### src/rtl/stepper_move_seq.sv
// ---------------------------------------------------------------------------
// stepper_move_seq
//
// Motion sequencer for the lid stepper.  Arbitrates open/close requests,
// tracks the absolute lid position and produces the 8-phase half-step coil
// pattern at a fixed step rate.  After an open move the lid is held for a
// dwell period and then closed automatically.
//
// Parameters
//   STEP_DIV   clk cycles per half-step (>= 2)
//   DWELL      clk cycles the lid is held open before auto-close (>= 1)
//   POS_W      position counter width
//   OPEN_POS   open target position  (< 2**POS_W)
//   CLOSED_POS closed target position (< 2**POS_W)
//
// Ports
//   clk          system clock
//   rst          asynchronous active-high reset
//   req_open     level request to move to OPEN_POS, held until ack
//   req_close    level request to move to CLOSED_POS, held until ack
//   stop         abort motion or dwell, return to idle
//   ack          one-cycle pulse: request accepted
//   busy         high while moving
//   done         one-cycle pulse: target reached
//   dwell_active high while holding the lid open
//   pos          current absolute position
//   step_drive   coil pattern (0000 when idle)
//
// Every output is a flop, loaded from the next-state decode.
// ---------------------------------------------------------------------------
module stepper_move_seq #(
    parameter int STEP_DIV   = 100000,
    parameter int DWELL      = 268435456,
    parameter int POS_W      = 11,
    parameter int OPEN_POS   = 400,
    parameter int CLOSED_POS = 0
) (
    input  logic             clk,
    input  logic             rst,
    input  logic             req_open,
    input  logic             req_close,
    input  logic             stop,
    output logic             ack,
    output logic             busy,
    output logic             done,
    output logic             dwell_active,
    output logic [POS_W-1:0] pos,
    output logic [3:0]       step_drive
);

    localparam int STEP_W  = (STEP_DIV > 1) ? $clog2(STEP_DIV) : 1;
    localparam int DWELL_W = $clog2(DWELL + 1);

    localparam logic [POS_W-1:0]   OPEN_P     = POS_W'(OPEN_POS);
    localparam logic [POS_W-1:0]   CLOSED_P   = POS_W'(CLOSED_POS);
    localparam logic [STEP_W-1:0]  STEP_LAST  = STEP_W'(STEP_DIV - 1);
    localparam logic [DWELL_W-1:0] DWELL_LAST = DWELL_W'(DWELL - 1);

    typedef enum logic [1:0] {
        S_IDLE  = 2'd0,
        S_MOVE  = 2'd1,
        S_DWELL = 2'd2
    } state_t;

    state_t             state;
    state_t             state_nxt;
    logic [POS_W-1:0]   pos_nxt;
    logic [POS_W-1:0]   target;
    logic [POS_W-1:0]   target_nxt;
    logic [2:0]         phase;
    logic [2:0]         phase_nxt;
    logic [STEP_W-1:0]  step_cnt;
    logic [STEP_W-1:0]  step_cnt_nxt;
    logic [DWELL_W-1:0] dwell_cnt;
    logic [DWELL_W-1:0] dwell_cnt_nxt;
    logic               ack_nxt;
    logic               done_nxt;
    logic               step_tick;

    // Half-step coil sequence indexed by the 3-bit phase.
    function automatic logic [3:0] coil_pattern(input logic [2:0] ph);
        logic [3:0] pat;
        case (ph)
            3'd0:    pat = 4'b0001;
            3'd1:    pat = 4'b0011;
            3'd2:    pat = 4'b0010;
            3'd3:    pat = 4'b0110;
            3'd4:    pat = 4'b0100;
            3'd5:    pat = 4'b1100;
            3'd6:    pat = 4'b1000;
            default: pat = 4'b1001;
        endcase
        return pat;
    endfunction

    assign step_tick = (step_cnt == STEP_LAST);

    // Next-state, position and pulse decode
    always_comb begin
        state_nxt     = state;
        pos_nxt       = pos;
        phase_nxt     = phase;
        target_nxt    = target;
        step_cnt_nxt  = step_cnt;
        dwell_cnt_nxt = dwell_cnt;
        ack_nxt       = 1'b0;
        done_nxt      = 1'b0;

        case (state)
            S_IDLE: begin
                if (!stop) begin
                    if (req_open) begin
                        target_nxt   = OPEN_P;
                        ack_nxt      = 1'b1;
                        step_cnt_nxt = '0;
                        state_nxt    = S_MOVE;
                    end else if (req_close) begin
                        target_nxt   = CLOSED_P;
                        ack_nxt      = 1'b1;
                        step_cnt_nxt = '0;
                        state_nxt    = S_MOVE;
                    end
                end
            end

            S_MOVE: begin
                if (stop) begin
                    state_nxt = S_IDLE;
                end else if (pos == target) begin
                    // Arrival cycle.  A stepped move already pulsed done on
                    // the final step; a zero-length move pulses it here.
                    done_nxt = !done;
                    if (target == OPEN_P) begin
                        state_nxt     = S_DWELL;
                        dwell_cnt_nxt = '0;
                    end else begin
                        state_nxt = S_IDLE;
                    end
                end else if (step_tick) begin
                    step_cnt_nxt = '0;
                    if (target > pos) begin
                        pos_nxt   = pos + POS_W'(1);
                        phase_nxt = phase + 3'd1;
                    end else begin
                        pos_nxt   = pos - POS_W'(1);
                        phase_nxt = phase - 3'd1;
                    end
                    done_nxt = (pos_nxt == target);
                end else begin
                    step_cnt_nxt = step_cnt + STEP_W'(1);
                end
            end

            S_DWELL: begin
                if (stop) begin
                    state_nxt = S_IDLE;
                end else if (req_open) begin
                    // Re-open request just extends the hold.
                    ack_nxt       = 1'b1;
                    dwell_cnt_nxt = '0;
                end else if (req_close) begin
                    ack_nxt      = 1'b1;
                    target_nxt   = CLOSED_P;
                    step_cnt_nxt = '0;
                    state_nxt    = S_MOVE;
                end else if (dwell_cnt == DWELL_LAST) begin
                    // Auto-close: internal move, no ack.
                    target_nxt   = CLOSED_P;
                    step_cnt_nxt = '0;
                    state_nxt    = S_MOVE;
                end else begin
                    dwell_cnt_nxt = dwell_cnt + DWELL_W'(1);
                end
            end

            default: begin
                state_nxt = S_IDLE;
            end
        endcase
    end

    // State, datapath and registered outputs
    always_ff @(posedge clk or posedge rst) begin
        if (rst) begin
            state        <= S_IDLE;
            pos          <= '0;
            phase        <= 3'd0;
            target       <= '0;
            step_cnt     <= '0;
            dwell_cnt    <= '0;
            ack          <= 1'b0;
            done         <= 1'b0;
            busy         <= 1'b0;
            dwell_active <= 1'b0;
            step_drive   <= 4'b0000;
        end else begin
            state        <= state_nxt;
            pos          <= pos_nxt;
            phase        <= phase_nxt;
            target       <= target_nxt;
            step_cnt     <= step_cnt_nxt;
            dwell_cnt    <= dwell_cnt_nxt;
            ack          <= ack_nxt;
            done         <= done_nxt;
            busy         <= (state_nxt == S_MOVE);
            dwell_active <= (state_nxt == S_DWELL);
            step_drive   <= (state_nxt == S_IDLE) ? 4'b0000 : coil_pattern(phase_nxt);
        end
    end

endmodule

### config.mk
export PLATFORM = sky130hd
export DESIGN_NAME = stepper_move_seq
export DESIGN_NICKNAME = d
export VERILOG_FILES = /design/src/rtl/stepper_move_seq.sv
export SDC_FILE = /design/constraint.sdc
export NUM_CORES = 1
export LEC_CHECK = 0
export ABC_AREA = 1
export CORE_MARGIN = 2
export CORE_UTILIZATION = 50
export DETAILED_ROUTE_END_ITERATION = 10
export PLACE_DENSITY = 0.68
export REMOVE_ABC_BUFFERS = 1
export SETUP_SLACK_MARGIN = 0.4
export SLEW_MARGIN = 20
export SYNTH_ARGS = -nofsm -noshare
export SYNTH_HDL_FRONTEND = slang
export SYNTH_SLANG_ARGS = --single-unit
### constraint.sdc
create_clock -name clk -period 3.15 [get_ports clk]
set_input_delay 0.63 -clock clk [delete_from_list [all_inputs] [get_ports clk]]
set_output_delay 0.63 -clock clk [all_outputs]
set_load 0.1 [all_outputs]
---- Word-level counts from Yosys, hierarchy flattened ----
Cells that the tools add are included.
word-level totals
  flip-flop bits (word level) ............. 81
  word-level logic and storage cells ...... 116
  output and inout port bits .............. 19
  input port bits ......................... 5
operators by class
  order comparisons ....................... 1
  muxes and demuxes ....................... 58
  bitwise operators ....................... 2
  $add $sub $neg .......................... 6
  equality and inequality tests ........... 26
  reductions and logical operators ........ 12
operators with widths
  operator                                                                  count
  29-bit 2-to-1 mux                                                         7
  17-bit 2-to-1 mux                                                         10
  11-bit 2-to-1 mux                                                         12
  29-bit one-hot mux with 2 select lines                                    1
  17-bit one-hot mux with 3 select lines                                    1
  29-bit by 1-bit adder with 29-bit output (second input constant)          1
  29-bit by 28-bit equality test with 1-bit output (second input constant)  1
  4-bit one-hot mux with 7 select lines                                     1
  11-bit equality test                                                      2
  11-bit one-hot mux with 2 select lines                                    1
  2-bit 2-to-1 mux                                                          10
  17-bit by 1-bit adder with 17-bit output (second input constant)          1
  17-bit equality test (second input constant)                              1
  3-bit 2-to-1 mux                                                          5
  2-bit inequality test (second input constant)                             7
  3-bit inequality test (second input constant)                             4
  11-bit by 1-bit adder with 11-bit output (second input constant)          1
  11-bit by 9-bit equality test with 1-bit output (second input constant)   1
  11-bit > comparator                                                       1
  11-bit by 1-bit subtractor with 11-bit output (second input constant)     1
  3-bit equality test (second input constant)                               3
  1-bit 2-to-1 mux                                                          8
  8-bit AND reduction                                                       1
  7-bit AND reduction                                                       1
  other kinds (17)                                                          23

---- Longest topological paths before layout ----
  depth in word-level cells ............... 11
  mapped depth ............................ 20
  depth with buffers taken out ............ 20

---- Worst setup path after synthesis ----
Ideal clock, no wire load.
  kind .................................... register -> register
  from .................................... register pos[8]
  to ...................................... register done
  clock period less this slack ............ 3.462 ns
  setup slack ............................. -0.312 ns
  library setup time ...................... 0.121 ns
  required time ........................... 3.029 ns
  stages on the path, launching flop included .. 19
  arrival ................................. 3.342 ns
  path buffers ............................ 0
  cell sequence ........................... dfrtp_1 -> inv_1 -> ha_1 -> nand2_1 -> nor2_1 -> nand2_1 -> nand2_1 -> inv_1 -> fa_1 -> nand3b_1 -> nand2_1 -> nand2_1 -> nand2_1 -> nand2_1 -> and2_1 -> nor2_1 -> nor2_1 -> nand3_1 -> a21oi_1
on the way
  longest elaborated chain between the ends .. 11
  elaborated cells on any way between the ends .. 14
  classes of those cells .................. 2 x add/sub; 1 x order compare; 2 x eq/ne; 9 x mux
ends and longest elaborated chain
  element                                                                      RTL line  RTL
  start, declared                                                              47        output logic [POS_W-1:0] pos,
  start signal, assigned                                                       198       pos <= pos_nxt;
  11-bit by 1-bit subtractor with 11-bit output, or another cell as far along  145       pos_nxt = pos - POS_W'(1);
  11-bit 2-to-1 mux                                                            141       if (target > pos) begin
  11-bit 2-to-1 mux                                                            139       end else if (step_tick) begin
  11-bit 2-to-1 mux                                                            129       end else if (pos == target) begin
  11-bit 2-to-1 mux                                                            127       if (stop) begin
  11-bit 2-to-1 mux                                                            109       case (state)
  11-bit equality test                                                         148       done_nxt = (pos_nxt == target);
  1-bit 2-to-1 mux                                                             139
  1-bit 2-to-1 mux (*)                                                         129
  1-bit 2-to-1 mux (*)                                                         127
  1-bit 2-to-1 mux (*)                                                         109
  via done_nxt                                                                 77        logic done_nxt;
  end signal, assigned                                                         204       done <= done_nxt;
  end, declared                                                                45        output logic done,
The timed path passes the listed nets; every way through them passes the cells marked *. The select of a mux whose other input is x is not followed.
A chain may end at the register's enable or synchronous reset.

---- Worst setup path after layout ----
  from .................................... register target[7]
  to ...................................... register done
on the way
  longest elaborated chain between the ends .. 11
  elaborated cells on any way between the ends .. 12
  classes of those cells .................. 1 x order compare; 2 x eq/ne; 9 x mux
ends and longest elaborated chain
  element                 RTL line  RTL
  start, declared         68        logic [POS_W-1:0] target;
  start signal, assigned  200       target <= target_nxt;
  11-bit > comparator     141
  11-bit 2-to-1 mux       141
  11-bit 2-to-1 mux       139
  11-bit 2-to-1 mux       129
  11-bit 2-to-1 mux       127
  11-bit 2-to-1 mux       109
  11-bit equality test    148
  1-bit 2-to-1 mux        139
  1-bit 2-to-1 mux (*)    129
  1-bit 2-to-1 mux (*)    127
  1-bit 2-to-1 mux (*)    109
  via done_nxt            77
Marked as above.

==> out/qor.yml <==
ys.warnings.count: 0
dieWidth_um: 102
drv_slew: 0
status: "completed"
multi_input_area_sq_um: 2830
areaGrowthSynthToFinish_pct: 17.9
cts_root_buf: "clkbuf_8"
stdcell_count: 836
hpwl_um: 8530
setup_ws_ns: 0.424
power.static_leakage_nw: 2.55
cp-start-kind: "flop"
async_flop_share_pct: 100
post_drt_wl_per_cell_um: 14.1
cp-end-kind: "flop"
ant_nets: 0
grt_antenna_before_repair: 0
nets: 725
timing.fmax_mhz: 367
post-synth-top-count-cell: "nand2_1"
critPathSlowestCell: "dfrtp_2"
path_clk_slew_ns: 0.08
via_per_inst: 5.37
design_area_sq_um: 5680
synth.avg_cell_area_sq_um: 7.25
dpl-instance-area_sq_um: 5120
num_vias: 4491
hold_viol_final: 0
worstMarginPinSlew_ns: 0.468
drc: 0
worstPathCellList: "ha_1 -> nand2_1 -> nor2_2 -> nand2_2 -> nand2_4 -> inv_2 -> fa_2 -> nand3b_1 -> nand2_2 -> buf_4 -> nand2_1 -> nand2_1 -> nand2_1 -> nand2_1 -> nand2_1 -> nor2_1 -> nand3_1 -> a21oi_1"
dieArea_sq_um: 10400
powerDensity_nw_per_um2: 674
skew_ns: 0.0130
crit_top_cell: "nand2_1"
h-tree-depth: 3
synth-compound-area-share_pct: 9.66
final_layout_size_suffix_gt1_share_pct: 18.8
synth_ff_type: "dfrtp_1"
grt_overflow: 0
synth-simple-area-share_pct: 35.0
synthDistinctLibCells: 42
setup_viol: 0
grt_first_pass_wirelength_um: 19700
synth_area_sq_um: 4820
synth_mux_area_share_pct: 0
num_antenna_cells: 0
seq_area_frac_synth_pct: 36.9
grt_max_degree: 72
start_util_pct: 51.9
synth-xor-area-share_pct: 4.18
wirelength_um: 11800
synth_enable_flop_cells: 0
core_sq_um: 9280
hold_slack_ns: 0.523
numCtsBuffers: 9
finalSetupTns_ns: 0
hp-class: "reg2reg"
synth-seq-cells: 71
period_share_pct: 86.5
netlist.area_leader.share_pct: 36.9
period_minus_slack_ns: 2.73
synth.top_cells.by_count: "156 x nand2_1, 83 x inv_1, 71 x dfrtp_1"
rows: 35
required_ns: 3.43
synth_cells: 665
grt_pass1_vias: 4196
synth_top_cell_by_area: "dfrtp_1"
tritoncts: "yes"
synth_top_family_by_area: "simple AND/OR/NAND/NOR gates"
grt_usage_pct: 23.9
io_pins: 24
dp_slack_ns: 0.171
max-cap-violations: 0
die_h_um: 102
rsz0062_at_grt: "yes"
ir_drop_mv: 0.358
port_buffers: 23
gp_congestion: 0.919
dr.pass1.iters: 7
cpPeakStageDelay_ns: 0.46
path_class: "reg2reg"
drt_iter0_drc: 181
nFillCells: 856
yosys-top-cells-area: "dfrtp_1 37%, nand2_1 12%, inv_1 6.5%"
placedCellCount: 811
clock_path_buffers: 2
cts_sinks: 71
synthAdderAreaFrac_pct: 4.99
relSlewSlack_pct: 68.7
insertion_delay_ns: 0.35
worstPathArrival_ns: 3.00
seqCellArea_sq_um: 1780
crit_path_max_fanout: 6
## cell families (layout without fill, tap and decap cells)
logic type,after synthesis,after routing
simple gates,364,364
buf+inv,103,145
compound gates,86,86
flops,71,71
xor+xnor,23,23
fa+ha+maj,18,18
## where the power goes
group / internal [W] / total (W) / switching [W]
Combinational: 0.000596 / 0.00168 / 0.00109
Sequential: 0.00108 / 0.00124 / 0.000161
Clock: 0.000545 / 0.000902 / 0.000357
## worst paths after layout
kind | start | end | slack, ns | depth (start not counted)
worst max-delay path | target[7] | done | 0.42 | 18
min in group asynchronous | rst | phase[0] | 0.66 | 3
worst min-delay path | step_cnt[1] | step_cnt[1] | 0.52 | 2
worst min register to register | step_cnt[1] | step_cnt[1] | 0.52 | 2
worst max register to register | target[7] | done | 0.42 | 18
max in group asynchronous | rst | target[7] | 2.14 | 3
## flip-flops by register name (all words and copies together), names as in the netlist
name	count
step_drive	4
ack	1
dwell_active	1
done	1
state	2
phase	3
pos	11
busy	1
step_cnt	17
target	1
dwell_cnt	29
## cell type report
class                   instances  area share, %
repair buffers                 38           5.64
clock buffers                  10           2.42
inverters                      91           6.08
well taps                     129           2.84
multi-input cells             491           49.8
clock inverters                 6           1.89
flip-flops and latches         71           31.3
## layer usage
layer  vias up  wire (um)  GRT usage (%)
met5         -          0              0
met3        18        439           3.08
met4         0        263           9.13
li1       2254          -              -
met2       101       5710           39.9
met1      2118       5370           31.8
## timing repair
item / CTS / global route
pin swaps: 3 / 24
setup endpoints to repair: 6 / 6
resized for setup: 12 / 44
hold buffers: 0 / 0
setup buffers: 5 / 4
## cell usage in the layout, fill, tap and decap left out, types with 4 or more instances in the layout
cell             instances
a21oi_1                 28
a21oi_2                  4
buf_4                   32
clkbuf_8                10
clkdlybuf4s50_1          4
dfrtp_1                 70
ha_1                     6
ha_4                     8
inv_1                   80
inv_2                    9
nand2_1                140
nand2_2                 20
nand2_4                  8
nand3_1                 54
nand3b_1                 9
nand4_1                 21
nor2_1                  58
nor2_2                  11
nor2_4                   5
nor3_1                  23
nor4_1                   4
o21ai_0                 23
o21ai_1                 20
xnor2_1                  4
xor2_1                  19
## through the flow
stage          utilization, %  total power, W
3_5_place_dp             55.1         0.00263
3_3_place_gp             55.1         0.00260
5_1_grt                  61.2         0.00408
2_1_floorplan               -         0.00228
6_report                 61.2         0.00383
4_1_cts                  59.1         0.00362
## critical path, delay by kind of cell (launching register included)
kind | cells | cell delay, ns
and+or+nand+nor | 13 | 1.21
adders and majority gates | 2 | 0.65
DFF | 1 | 0.46
buffers and inverters | 2 | 0.17
AOI/OAI and AO/OA | 1 | 0.16
No activity file was read; power rests on OpenSTA's default activity.
==> variant 1, RTL diff (config.mk and constraints unchanged) <==
Re-encode `state_t` (3 states) as one-hot, 3 bits wide.
--- a/src/rtl/stepper_move_seq.sv
+++ b/src/rtl/stepper_move_seq.sv
@@ -58,6 +58,6 @@
 
-    typedef enum logic [1:0] {
-        S_IDLE  = 2'd0,
-        S_MOVE  = 2'd1,
-        S_DWELL = 2'd2
+    typedef enum logic [2:0] {
+        S_IDLE  = 3'b001,
+        S_MOVE  = 3'b010,
+        S_DWELL = 3'b100
     } state_t;
Behaviour: same outputs for any inputs over 4 cycles, from zero or initial values and one cycle with rst high; so few cycles prove little.
==> variant 1 against the unedited design <==
  * Wire length is 6.5% higher
  * Total power is 7.3% lower
  * Worst setup slack worse by 0.059 ns
  * Largest cell class unchanged
  * Highest routed layer unchanged
  * Sequential cell count is 1 higher
  * Cell area is 2.4% higher
  * Sequential share of layout area is 0.25 points lower
  * Area after synthesis is 3.6% higher
  * Worst hold slack better by 0.0071 ns
  * Non-clock buffer count stayed put
==> variant 1: results (changes against the unedited design) <==
| Metric | Value |
|---|---|
| Clk_skew | `0.01186 ns (-0.001137 ns)` |
| Worst hold endpoint | `dwell_cnt[27]` |
| Synth unique cells | `47 (+12%)` |
| Total number of vias | `4,655 (+3.7%)` |
| Via/cell ratio | `5.388 (+0.29%)` |
| Largest net degree at the start of global routing | `36 (-50%)` |
| M2 GR Usage | `39.47% (-0.40 points)` |
| Met3 GRT Util | `5.075% (+2.0 points)` |
| Sequential fraction of the synthesis area | `36.11% (-0.77 points)` |
| Initial DRC Count | `232 (+28%)` |
| Sw power | `0.001468 W (-8.6%)` |
| R2R setup slack | `0.37 ns (-0.06 ns)` |
| Syn Inst Count | `692 (+4.1%)` |
| Crit share post-route | `88.40% (+1.9 points)` |
| CP max FO | `8 (+2)` |
| Met1 Usage GRT | `30.12% (-1.6 points)` |
| Global placer's final weighted congestion | `0.9657 (+5.0%)` |
| Share of cells above drive strength 1 | `18.06% (-0.75 points)` |
| DPL Wire Length | `9.052 mm (+6.1%)` |
| WL met3 | `562 um (+28%)` |
| Combinational power | `0.00154 W (-8%)` |
| Worst min-delay path startpoint | `dwell_cnt[27]` |
| Inst Count DP | `842 (+3.8%)` |
| Drt wl/cell | `14.52 um (+3.0%)` |
| Status | `complete, no violations` |
| Total track usage | `23.40% (-0.48 points)` |
| Vias in the first global route | `4,412 (+5.1%)` |
| Total length of routed met2 wires | `6.313 mm (+11%)` |
| Seq. pwr | `0.00120 W (-3%)` |
==> variant 1: changes by cell type after synthesis, moves of 4 or more <==
cell     change
a21oi_1     -10
inv_1        -7
nand2_1     +39
nand3_1      -9
nor3_1       +9
xnor2_1      +4
==> variant 1: how the worst max path moves through the flow <==
| stage | start | end | cells after the start |
|---|---|---|---|
| floorplan | pos[8] | done | 20 |
| global placement | pos[7] | done | 21 |
| detailed placement | target[7] | done | 22 |
| CTS | target[7] | done | 20 |
| global route | target[7] | done | 17 |
| finish | target[7] | done | 20 |
==> variant 1: cell type report <==
| cell class | count | area [um2] |
|---|---|---|
| repair buffers | 38 | 327.8 |
| clock inverters | 3 | 65.06 |
| multi-input cells | 522 | 2983 |
| fillers | 916 | 3913 |
| well taps | 133 | 166.4 |
| inverters | 83 | 320.3 |
| clock buffers | 13 | 148.9 |
| flip-flops and latches | 72 | 1805 |
==> variant 1: kinds of logic after synthesis <==
| logic type | after synthesis | share of synthesized area, % |
|---|---|---|
| adder cells (fa/ha/maj) | 19 | 5.061 |
| flip-flops | 72 | 36.11 |
| AND/OR/NAND/NOR | 401 | 36.76 |
| AO/OA/AOI/OAI | 77 | 8.845 |
| buffers and inverters | 98 | 8.694 |
| XOR/XNOR | 25 | 4.535 |
==> variant 1: timing repair <==
action	in CTS	in global routing
pin swaps	3	18
buffers inserted	4	2
hold buffers	0	0
gates resized for setup	14	36
endpoints found under the setup margin	2	2
==> variant 1: per-stage QoR <==
| stage | total power [W] | cell area (um2) | utilization (%) |
|---|---|---|---|
| CTS | 0.003344 | 5624 | 57.81 |
| global route | 0.003786 | 5817 | 59.79 |
| floorplan | 0.002121 | 4877 | - |
| finish | 0.003548 | 5817 | 59.79 |
| global placement | 0.002402 | 5306 | 54.54 |
| detailed placement | 0.002436 | 5306 | 54.54 |
==> variant 2, RTL diff (same flow settings) <==
Made on the original files. Change the parameter `STEP_DIV` from 100000 to 25000.
--- a/src/rtl/stepper_move_seq.sv
+++ b/src/rtl/stepper_move_seq.sv
@@ -31,3 +31,3 @@
 module stepper_move_seq #(
-    parameter int STEP_DIV   = 100000,
+    parameter int STEP_DIV   = 25000,
     parameter int DWELL      = 268435456,
Formal check against the unedited RTL: same outputs for any inputs over 10 cycles, from zero or initial values and one cycle with rst high; that may be too few to reach the edited logic, so the function may still have changed.
==> variant 2 against the unedited design <==
  * First-iteration DRC count decreased by 2.2%
  * Die area rose by 5.5%
  * Sequential share of layout area shrank 1.7 points
  * Total power shrank 14%
  * Maximum frequency is 0.29% lower
  * Wire length grew 8.5%
  * Sequential cell count down 2
  * Worst setup slack got worse by 0.0079 ns
  * Cell area increased by 2.9%
  * Critical path depth is the same
  * Area after synthesis is 5.7% higher
  * Largest power group unchanged
==> variant 2: results (changes against the unedited design) <==
| Metric | Value |
|---|---|
| Largest net degree at the start of global routing | `31 (-57%)` |
| Async set-or-reset flop fraction in the synthesized netlist | `100.0% (unchanged)` |
| Vias in the first global route | `4,527 (+7.9%)` |
| Post-Route WL | `12.79 mm (+8.5%)` |
| Clk_skew | `0.01074 ns (-0.002254 ns)` |
| Port bufs | `23 (unchanged)` |
| Worst hold endpoint | `step_cnt[1]` |
| First-pass GRT wire length | `21.21 mm (+7.5%)` |
| Cell Area, Placed | `5404 um2 (+5.6%)` |
| Sequential fraction of the synthesis area | `33.90% (-3.0 points)` |
| YS warnings | `0 (unchanged)` |
| Syn Inst Count | `725 (+9.0%)` |
| DR DRC count | `0 (unchanged)` |
| CP max FO | `7 (+1)` |
| Share of cells above drive strength 1 | `20.10% (+1.3 points)` |
| Diode count | `0 (unchanged)` |
| Clk buf depth | `2 (unchanged)` |
| Largest cells by area after synthesis | `dfrtp_1 (34%), nand2_1 (15%), inv_1 (6.3%), nor2_1 (5.6%), xor2_1 (5.2%)` |
| Synth unique cells | `42 (unchanged)` |
| Post-Layout Cell Count | `899 (+7.5%)` |
| Detailed Routing Iterations Pass 1 | `5 (-2)` |
| Total track usage | `23.68% (-0.20 points)` |
| Layout net count | `783 (+8.0%)` |
| H-tree levels | `3 (unchanged)` |
| VDD IR max | `315.2 uV (-12%)` |
| Cts bufs inserted | `9 (unchanged)` |
| Initial antenna violation count | `0 (unchanged)` |
| Most common flop cell mapped by yosys | `dfrtp_1` |
| Pins Over Slew Limit | `0 (unchanged)` |
| Total number of vias | `4,689 (+4.4%)` |
| Slew margin rel. | `56.44% (-12 points)` |
| Status | `complete, no violations` |
| Post-Place Worst Slack | `0.1741 ns (+0.003326 ns)` |
| R2R setup slack | `~0.42 ns` |
| End of the worst register-to-register path | `done` |
| Inst Count DP | `874 (+7.8%)` |
| Leakage | `2.670 nW (+4.6%)` |
| Initial DRC Count | `177 (-2.2%)` |
| Clk Latency, worst-skew pair | `0.35 ns (about the same)` |
| DPL Wire Length | `9.400 mm (+10%)` |
| Biggest regs | `dwell_cnt (29), step_cnt (15), pos (11)` |
| Worst min-delay path startpoint | `step_cnt[1]` |
| Hold Path Class | `reg -> reg` |
| Clk slew on worst S/H paths | `0.08 ns (about the same)` |
| Global placer's final weighted congestion | `0.9420 (+2.5%)` |
| Reg2Reg Depth | `18 (unchanged)` |
| Clock root buffer | `clkbuf_8` |
| Hold-critical path depth | `2 (unchanged)` |
| Crit path DAT | `3.02 ns (+0.02 ns)` |
| Most frequent cells after synthesis | `nand2_1 (204), inv_1 (85), nor2_1 (76)` |
| Launching point of the worst reg2reg path | `target[7]` |
## variant 2: cell count changes after synthesis, moves of 7 or more
cell,before,now
o21ai_0,23,16
xor2_1,19,30
nor3_1,23,46
nand2_1,156,204
nand3_1,57,42
a21oi_1,32,9
nor2_1,66,76
o21ai_2,0,16
## variant 2: what timing repair did
item,in CTS,in global routing
setup buffers,3,6
hold buffers,0,0
setup endpoints to repair,6,6
gates resized for setup,11,32
pin swaps,0,9
## variant 2: per-layer routing
| layer | vias up | wire length (um) | share of wire [%] | GRT usage [%] |
|---|---|---|---|---|
| met5 | - | 0 | 0 | 0 |
| met4 | 0 | 175 | 1.4 | 8.095 |
| met3 | 16 | 460 | 3.6 | 2.807 |
| met2 | 97 | 6295 | 49 | 40.68 |
| met1 | 2198 | 5856 | 46 | 30.84 |
| li1 | 2378 | - | - | - |
## variant 2: worst max path at each step
stage	startpoint	endpoint	slack [ns]	cells after the start
4_1_cts	target[7]	done	0.40	18
5_1_grt	target[7]	done	0.24	18
3_5_place_dp	pos[7]	done	0.17	19
6_report	target[7]	done	0.42	18
3_3_place_gp	pos[7]	done	0.23	19
2_1_floorplan	pos[8]	done	-0.27	19
## variant 2: stage by stage
stage	utilization, %	hold WS, ns	setup TNS, ns
global route	59.54	0.5703	0
finish	59.54	0.5277	0
CTS	57.73	0.5347	0
detailed placement	55.03	0.5137	0
global placement	55.03	0.5049	0
floorplan	-	0.4849	-0.5496
## variant 2: final cells by class
cell class / count / area (um2)
inverter: 99 / 374.1
tap: 133 / 166.4
sequential: 69 / 1728
timing repair buffer: 42 / 332.8
clock buffer: 12 / 135.1
fill: 954 / 3973
clock inverter: 4 / 48.80
multi-input combinational: 540 / 3062
## variant 2: power by group
group | internal (W) | switching, W | total [W]
registers | 0.00102 | 0.000140 | 0.00116
logic | 0.000483 | 0.000933 | 0.00142
clock network | 0.000366 | 0.000358 | 0.000724
## variant 2: critical path, cell delays in order, from the launching register on
cell and delay [ns]:
dfrtp_2 0.48, ha_4 0.30, nand2_1 0.07, nor2_2 0.15
nand2_2 0.12, nand2_4 0.13, inv_2 0.05, fa_2 0.42
inv_2 0.07, nand3_1 0.10, nand2_2 0.11, nand2_2 0.07
nand2_1 0.09, nand2_1 0.08, nand2_2 0.07, nand3_1 0.06
nand2_1 0.07, nand3_1 0.10, a21oi_2 0.12
## variant 2: cell families after synthesis
family                     Yosys count  share of synthesized area, %
AOI/OAI and AO/OA                   62                         8.082
xor gates and xnor gates            33                         5.674
adders and majority gates           17                         4.471
buffers and inverters              116                         9.580
DFF                                 69                         33.90
and+or+nand+nor                    428                         38.30
